==> src/rtl/alu_seq.sv <==
// alu_seq: handshaked sequential ALU with a Z/N/C/V flag register,
// carry-chained ADC/SBB and an iterative one-bit-per-cycle shifter.
module alu_seq #(
    parameter int WIDTH = 16,
    parameter int CNT_W = $clog2(WIDTH) + 1
) (
    input  logic             clk,
    input  logic             rst_n,
    input  logic             in_valid,
    output logic             in_ready,
    input  logic [3:0]       opcode,
    input  logic [WIDTH-1:0] bus1,
    input  logic [WIDTH-1:0] bus2,
    output logic             out_valid,
    input  logic             out_ready,
    output logic [WIDTH-1:0] bus3,
    output logic             out_err,
    output logic [3:0]       flags,
    input  logic             flags_clr
);

    localparam logic [1:0] ST_IDLE  = 2'd0;
    localparam logic [1:0] ST_SHIFT = 2'd1;
    localparam logic [1:0] ST_DONE  = 2'd2;

    localparam logic [3:0] OP_PASS = 4'd0;
    localparam logic [3:0] OP_ADD  = 4'd1;
    localparam logic [3:0] OP_SUB  = 4'd2;
    localparam logic [3:0] OP_SHR  = 4'd3;
    localparam logic [3:0] OP_SHL  = 4'd4;
    localparam logic [3:0] OP_AND  = 4'd5;
    localparam logic [3:0] OP_OR   = 4'd6;
    localparam logic [3:0] OP_XOR  = 4'd7;
    localparam logic [3:0] OP_NOT  = 4'd8;
    localparam logic [3:0] OP_ADC  = 4'd9;
    localparam logic [3:0] OP_SBB  = 4'd10;
    localparam logic [3:0] OP_SAR  = 4'd11;

    localparam logic [WIDTH-1:0] WIDTH_V = WIDTH'(WIDTH);
    localparam logic [CNT_W-1:0] K_MAX   = CNT_W'(WIDTH);
    localparam logic [CNT_W-1:0] CNT_ONE = CNT_W'(1);

    logic [1:0]       state_q, state_d;
    logic [WIDTH-1:0] bus3_q, bus3_d;
    logic             err_q, err_d;
    logic [3:0]       flags_q, flags_d;
    logic [WIDTH-1:0] shreg_q, shreg_d;
    logic [CNT_W-1:0] cnt_q, cnt_d;
    logic [3:0]       shop_q, shop_d;

    logic             accept;
    logic             cin;
    logic             bin;
    logic [WIDTH:0]   add_full;
    logic [WIDTH:0]   sub_full;
    logic             add_ovf;
    logic             sub_ovf;
    logic [CNT_W-1:0] shift_amt;
    logic [WIDTH-1:0] alu_res;
    logic             alu_c;
    logic             alu_v;
    logic             alu_err;
    logic             start_shift;
    logic [WIDTH-1:0] step_res;
    logic             step_c;

    assign in_ready  = (state_q == ST_IDLE) || ((state_q == ST_DONE) && out_ready);
    assign out_valid = (state_q == ST_DONE);
    assign accept    = in_valid && in_ready;
    assign bus3      = bus3_q;
    assign out_err   = err_q;
    assign flags     = flags_q;

    // The carry/borrow input comes from the live flag register so a back-to-back ADC chains off the previous result.
    assign cin       = (opcode == OP_ADC) && flags_q[1];
    assign bin       = (opcode == OP_SBB) && flags_q[1];
    assign add_full  = {1'b0, bus1} + {1'b0, bus2} + {{WIDTH{1'b0}}, cin};
    assign sub_full  = {1'b0, bus1} - {1'b0, bus2} - {{WIDTH{1'b0}}, bin};
    assign add_ovf   = (bus1[WIDTH-1] == bus2[WIDTH-1]) && (add_full[WIDTH-1] != bus1[WIDTH-1]);
    assign sub_ovf   = (bus1[WIDTH-1] != bus2[WIDTH-1]) && (sub_full[WIDTH-1] != bus1[WIDTH-1]);
    assign shift_amt = (bus2 >= WIDTH_V) ? K_MAX : bus2[CNT_W-1:0];

    // Decode the requested operation into a single-cycle result or a shift start.
    always_comb begin
        alu_res     = '0;
        alu_c       = 1'b0;
        alu_v       = 1'b0;
        alu_err     = 1'b0;
        start_shift = 1'b0;
        case (opcode)
            OP_PASS: alu_res = bus1;
            OP_ADD, OP_ADC: begin
                alu_res = add_full[WIDTH-1:0];
                alu_c   = add_full[WIDTH];
                alu_v   = add_ovf;
            end
            OP_SUB, OP_SBB: begin
                alu_res = sub_full[WIDTH-1:0];
                alu_c   = sub_full[WIDTH];
                alu_v   = sub_ovf;
            end
            OP_SHR, OP_SHL, OP_SAR: begin
                alu_res     = bus1;
                start_shift = (shift_amt != '0);
            end
            OP_AND: alu_res = bus1 & bus2;
            OP_OR:  alu_res = bus1 | bus2;
            OP_XOR: alu_res = bus1 ^ bus2;
            OP_NOT: alu_res = ~bus1;
            default: alu_err = 1'b1;
        endcase
    end

    // One bit position of the captured operand per cycle, plus the bit that falls off.
    always_comb begin
        step_res = shreg_q;
        step_c   = 1'b0;
        case (shop_q)
            OP_SHL: begin
                step_res = {shreg_q[WIDTH-2:0], 1'b0};
                step_c   = shreg_q[WIDTH-1];
            end
            OP_SAR: begin
                step_res = {shreg_q[WIDTH-1], shreg_q[WIDTH-1:1]};
                step_c   = shreg_q[0];
            end
            default: begin
                step_res = {1'b0, shreg_q[WIDTH-1:1]};
                step_c   = shreg_q[0];
            end
        endcase
    end

    // Next-state logic; a loaded result's flags override a same-cycle flags_clr.
    always_comb begin
        state_d = state_q;
        bus3_d  = bus3_q;
        err_d   = err_q;
        shreg_d = shreg_q;
        cnt_d   = cnt_q;
        shop_d  = shop_q;
        flags_d = flags_clr ? 4'b0000 : flags_q;
        case (state_q)
            ST_SHIFT: begin
                shreg_d = step_res;
                cnt_d   = cnt_q - CNT_ONE;
                if (cnt_q == CNT_ONE) begin
                    state_d = ST_DONE;
                    bus3_d  = step_res;
                    err_d   = 1'b0;
                    flags_d = {(step_res == '0), step_res[WIDTH-1], step_c, 1'b0};
                end
            end
            ST_DONE: begin
                if (out_ready) begin
                    state_d = ST_IDLE;
                end
            end
            default: begin
            end
        endcase
        if (accept) begin
            if (alu_err) begin
                state_d = ST_DONE;
                bus3_d  = '0;
                err_d   = 1'b1;
            end else if (start_shift) begin
                state_d = ST_SHIFT;
                shreg_d = bus1;
                cnt_d   = shift_amt;
                shop_d  = opcode;
            end else begin
                state_d = ST_DONE;
                bus3_d  = alu_res;
                err_d   = 1'b0;
                flags_d = {(alu_res == '0), alu_res[WIDTH-1], alu_c, alu_v};
            end
        end
    end

    // State and result registers; reset aborts any shift in flight.
    always_ff @(posedge clk or negedge rst_n) begin
        if (!rst_n) begin
            state_q <= ST_IDLE;
            bus3_q  <= '0;
            err_q   <= 1'b0;
            flags_q <= 4'b0000;
            shreg_q <= '0;
            cnt_q   <= '0;
            shop_q  <= OP_PASS;
        end else begin
            state_q <= state_d;
            bus3_q  <= bus3_d;
            err_q   <= err_d;
            flags_q <= flags_d;
            shreg_q <= shreg_d;
            cnt_q   <= cnt_d;
            shop_q  <= shop_d;
        end
    end

endmodule

==> config.mk <==
export PLATFORM = sky130hd
export DESIGN_NAME = alu_seq
export DESIGN_NICKNAME = d
export VERILOG_FILES = /design/src/rtl/alu_seq.sv
export SDC_FILE = /design/constraint.sdc
export NUM_CORES = 1
export LEC_CHECK = 0
export CAP_MARGIN = 30
export CORE_ASPECT_RATIO = 1.2
export CORE_MARGIN = 8
export CORE_UTILIZATION = 54
export CTS_CLUSTER_DIAMETER = 50
export CTS_CLUSTER_SIZE = 20
export DETAILED_ROUTE_END_ITERATION = 10
export GPL_TIMING_DRIVEN = 0
export PLACE_DENSITY = 0.77
export REMOVE_ABC_BUFFERS = 1
export SYNTH_ARGS = -nofsm -noshare
export SYNTH_HDL_FRONTEND = slang
export SYNTH_SLANG_ARGS = --single-unit
==> constraint.sdc <==
create_clock -name clk -period 6.8 [get_ports clk]
set_input_delay 0.68 -clock clk [delete_from_list [all_inputs] [get_ports clk]]
set_output_delay 0.68 -clock clk [all_outputs]
set_load 0.005 [all_outputs]
==> flow_metrics.py <==
metrics = {
    "synth": {
        "syn-instance-count": 763,
        "synthTopCellsByArea": "dfrtp_1 20%, ha_1 13%, a21oi_1 6.4%",
        "synth_cell_type_count": 74,
        "synth_xor_area_share_pct": 2.352,
        "ys_seq_area_share_pct": 20.16,
        "yosysTopAreaCell": "dfrtp_1",
        "synth_top_family_by_area": "compound AO/OA/AOI/OAI gates",
        "yosys.area_share.simple_pct": 19.61,
        "synth_area_per_cell_sq_um": 7.809,
        "synth_compound_area_share_pct": 25.56,
        "syn_area_sq_mm": 0.005958,
        "synth-adder-area-share_pct": 14.78,
        "synth.top_cell.area_share_pct": 20.16,
        "synth_edf_count": 0,
        "async_flop_share_pct": 100.0,
        "ys_ff_latch": 48,
        "synth_mux_area_share_pct": 9.093,
        "synth_ff_type": "dfrtp_1",
        "yosysWarnings": 0,
    },
    "clock_tree": {
        "clk_latency_ps": 290,
        "clk_pin_slew_ps": 60,
        "post_cts_buffers": 0,
        "cts.repair.resized": 0,
        "cts_tree": "built",
        "cts_root_buf": "clkbuf_16",
        "htreeDepth": 2,
        "cts_made_buffers": 5,
        "clock_sinks": 48,
        "clockBufferDepth": 2,
        "holdBufCountCts": 0,
    },
    "global_routing": {
        "grt_pass1_wl_microns": 29210,
        "grt_max_degree": 48,
        "grt-ovfl-total": 0,
        "grt_antenna_before_repair": 0,
        "grt_pass1_vias": 5701,
        "grtUsageTotal_pct": 25.01,
    },
    "layout": {
        "layout.nets": 906,
        "syn2layout_area_growth_pct": 14.85,
        "fin_util_pct": 62.91,
        "fin_cells": 930,
        "stdcell_area_sq_mm": 0.006843,
        "n_antenna_cell": 0,
        "layout-drive-gt1-share_pct": 6.767,
    },
    "routing": {
        "drt-initial-drc-count": 469,
        "via_count": 5940,
        "drt-pass1-iter-count": 5,
        "viasPerCell": 6.387,
        "final_antenna_net_count": 0,
        "drt-total-wl_microns": 18470,
        "drc": 0,
        "wire_per_inst_microns": 19.85,
    },
    "critical_path": {
        "cp-startpoint": "opcode[1]",
        "cp_max_fo": 19,
        "r2r-start": "flags[1]",
        "cp_slowest_cell": "clkdlybuf4s50_1",
        "cp_common_cell": "and4_1",
        "critPathBufInv": 3,
        "crit_family": "simple AND/OR/NAND/NOR gates",
        "slowest_delay_ps": 990,
        "cp_data_arrival_time_ps": 5900,
        "start_kind": "input pin",
        "critPathKind": "input pin to flip-flop",
        "required_ps": 7020,
        "worstPathCellList": "clkdlybuf4s50_1 > nor3b_2 > buf_6 > nand3_1 > fa_1 > inv_1 > ha_1 > o211a_1 > o31a_1 > or3_1 > a311o_1 > a31oi_1 > and4_1 > and4_1 > nand4_1 > o21ai_1",
        "end_kind": "flip-flop",
    },
    "floorplan": {
        "initial_core_util_pct": 54.77,
        "rows": 42,
        "fp.dieArea_sq_mm": 0.01466,
        "die_h_microns": 131.1,
        "core-area_sq_mm": 0.01088,
        "ios": 64,
        "die_w_microns": 111.9,
    },
    "power_and_ir_drop": {
        "power_frac_clock_pct": 17.9,
        "irDropWorstVdd_uv": 151.8,
        "cellPowerDensity_mw_per_mm2": 243.8,
        "p_leak_nw": 2.867,
        "p_int_mw": 1.004,
        "swShare_pct": 39.78,
        "power_frac_comb_pct": 52.4,
        "seqPwrFrac_pct": 29.7,
        "p_sw_mw": 0.6635,
        "power_mw": 1.668,
    },
    "sta": {
        "setup_tns_ps": 0,
        "holdWs_ps": 256.0,
        "worst_slack_ps": 1120,
        "max_freq_mhz": 176.1,
        "fin_skew_ps": 5.120,
        "period_share_pct": 83.53,
        "hold_viol": 0,
        "period_minus_slack_ps": 5680,
        "maxSlewViolCount": 0,
        "slew_headroom_pct": 33.18,
        "setup_viol": 0,
        "tightest_slew_ps": 999.1,
        "rsz0062_at_grt": "no",
    },
    "placed_design": {
        "hpwlAfterDp_microns": 14460,
        "routabilityCongestion": 1.004,
        "pre_cts_ws_ps": 915.5,
        "numPortBuffers": 63,
        "postPlaceCellArea_sq_mm": 0.006660,
        "dp_cells": 922,
    },
    "outcome": {
        "outcome": "complete, no violations",
    },
    "run": {
        "drv_cap": 0,
    },
    "min_path": {
        "hold_class": "input pin to async pin",
    },
}
==> Yosys cell counts, types with 14 or more instances <==
cell type,instances
clkbuf_1,23
nor2b_1,15
nor3_1,16
mux2i_1,35
nand3_1,14
ha_1,64
nand2_1,59
o21ai_0,57
nor2_1,59
mux2_2,17
inv_1,63
dfrtp_1,48
a21oi_1,76
==> power by group through the flow <==
stage	registers, mW	logic [mW]	clock network, mW
global placement	0.489	0.814	0
CTS	0.496	0.868	0.300
global route	0.511	0.958	0.309
finish	0.496	0.874	0.298
detailed placement	0.499	0.863	0
floorplan	0.477	0.526	0
==> worst reg2reg max path: stages, from the launching register on <==
cell and delay [ps]:
dfrtp_1 440, nand3_1 120, fa_1 580, inv_1 50, ha_1 200, o211a_1 270
o31a_1 280, or3_1 310, a311o_1 380, a31oi_1 330, and4_1 300, and4_1 200
nand4_1 100, o21ai_1 90
==> path summary, 6_finish.rpt <==
kind / endpoint / slack [ps] / depth (start not counted)
max in group asynchronous: bus3[14] / 6060 / 2
max reg2reg: flags[3] / 3090 / 13
min: state_q[0] / 260 / 1
max: flags[3] / 1120 / 16
min reg2reg: out_err / 490 / 2
min in group clk: out_err / 490 / 2
==> cell type report <==
| type | count | area, sq um |
|---|---|---|
| Sequential cell | 48 | 1201 |
| Fill cell | 944 | 4035 |
| Tap cell | 132 | 165.2 |
| Inverter | 63 | 236.5 |
| Clock inverter | 1 | 30.03 |
| Timing Repair Buffer | 73 | 787.0 |
| Multi-Input combinational cell | 606 | 4270 |
| Clock buffer | 7 | 152.6 |
==> cells in the final DEF, fill, tap and decap left out, types with 7 or more instances in the layout <==
cell / Yosys / layout
nand4_1: 8 / 8
nand3_1: 14 / 14
a21oi_1: 76 / 76
nor3_1: 16 / 16
o22ai_1: 9 / 9
mux2i_1: 35 / 35
nor2_1: 59 / 58
o21ai_0: 57 / 57
ha_1: 64 / 64
a211oi_1: 8 / 8
inv_1: 63 / 63
clkdlybuf4s50_1: 0 / 62
xor2_1: 7 / 7
nor4_1: 12 / 12
nand2b_1: 11 / 11
xnor2_1: 9 / 9
nor2b_1: 15 / 14
a31oi_1: 7 / 7
a21o_1: 7 / 7
o21a_1: 12 / 12
mux2_2: 17 / 17
nand2_1: 59 / 59
dfrtp_1: 48 / 48
==> layer usage <==
metal	up-vias	GRT usage [%]	routed length, microns
met2	201	44.90	9256
met1	2873	29.89	7539
met3	41	2.521	1070
met5	-	0	0
li1	2825	-	-
met4	0	11.20	598
==> registers in the layout, summed over array words and instances (netlist names) <==
signal,cells
cnt_q,5
out_err,1
shreg_q,16
bus3,16
flags,4
shop_q,4
state_q,2
==> cells by family (layout without fill, tap and decap cells) <==
kind of cell,Yosys count,count (layout)
flops,48,48
buf+inv,109,144
mux,52,52
fa+ha+maj,68,68
xor+xnor,16,16
simple gates,232,232
compound gates,238,238
(Power assumes the default switching activity.)
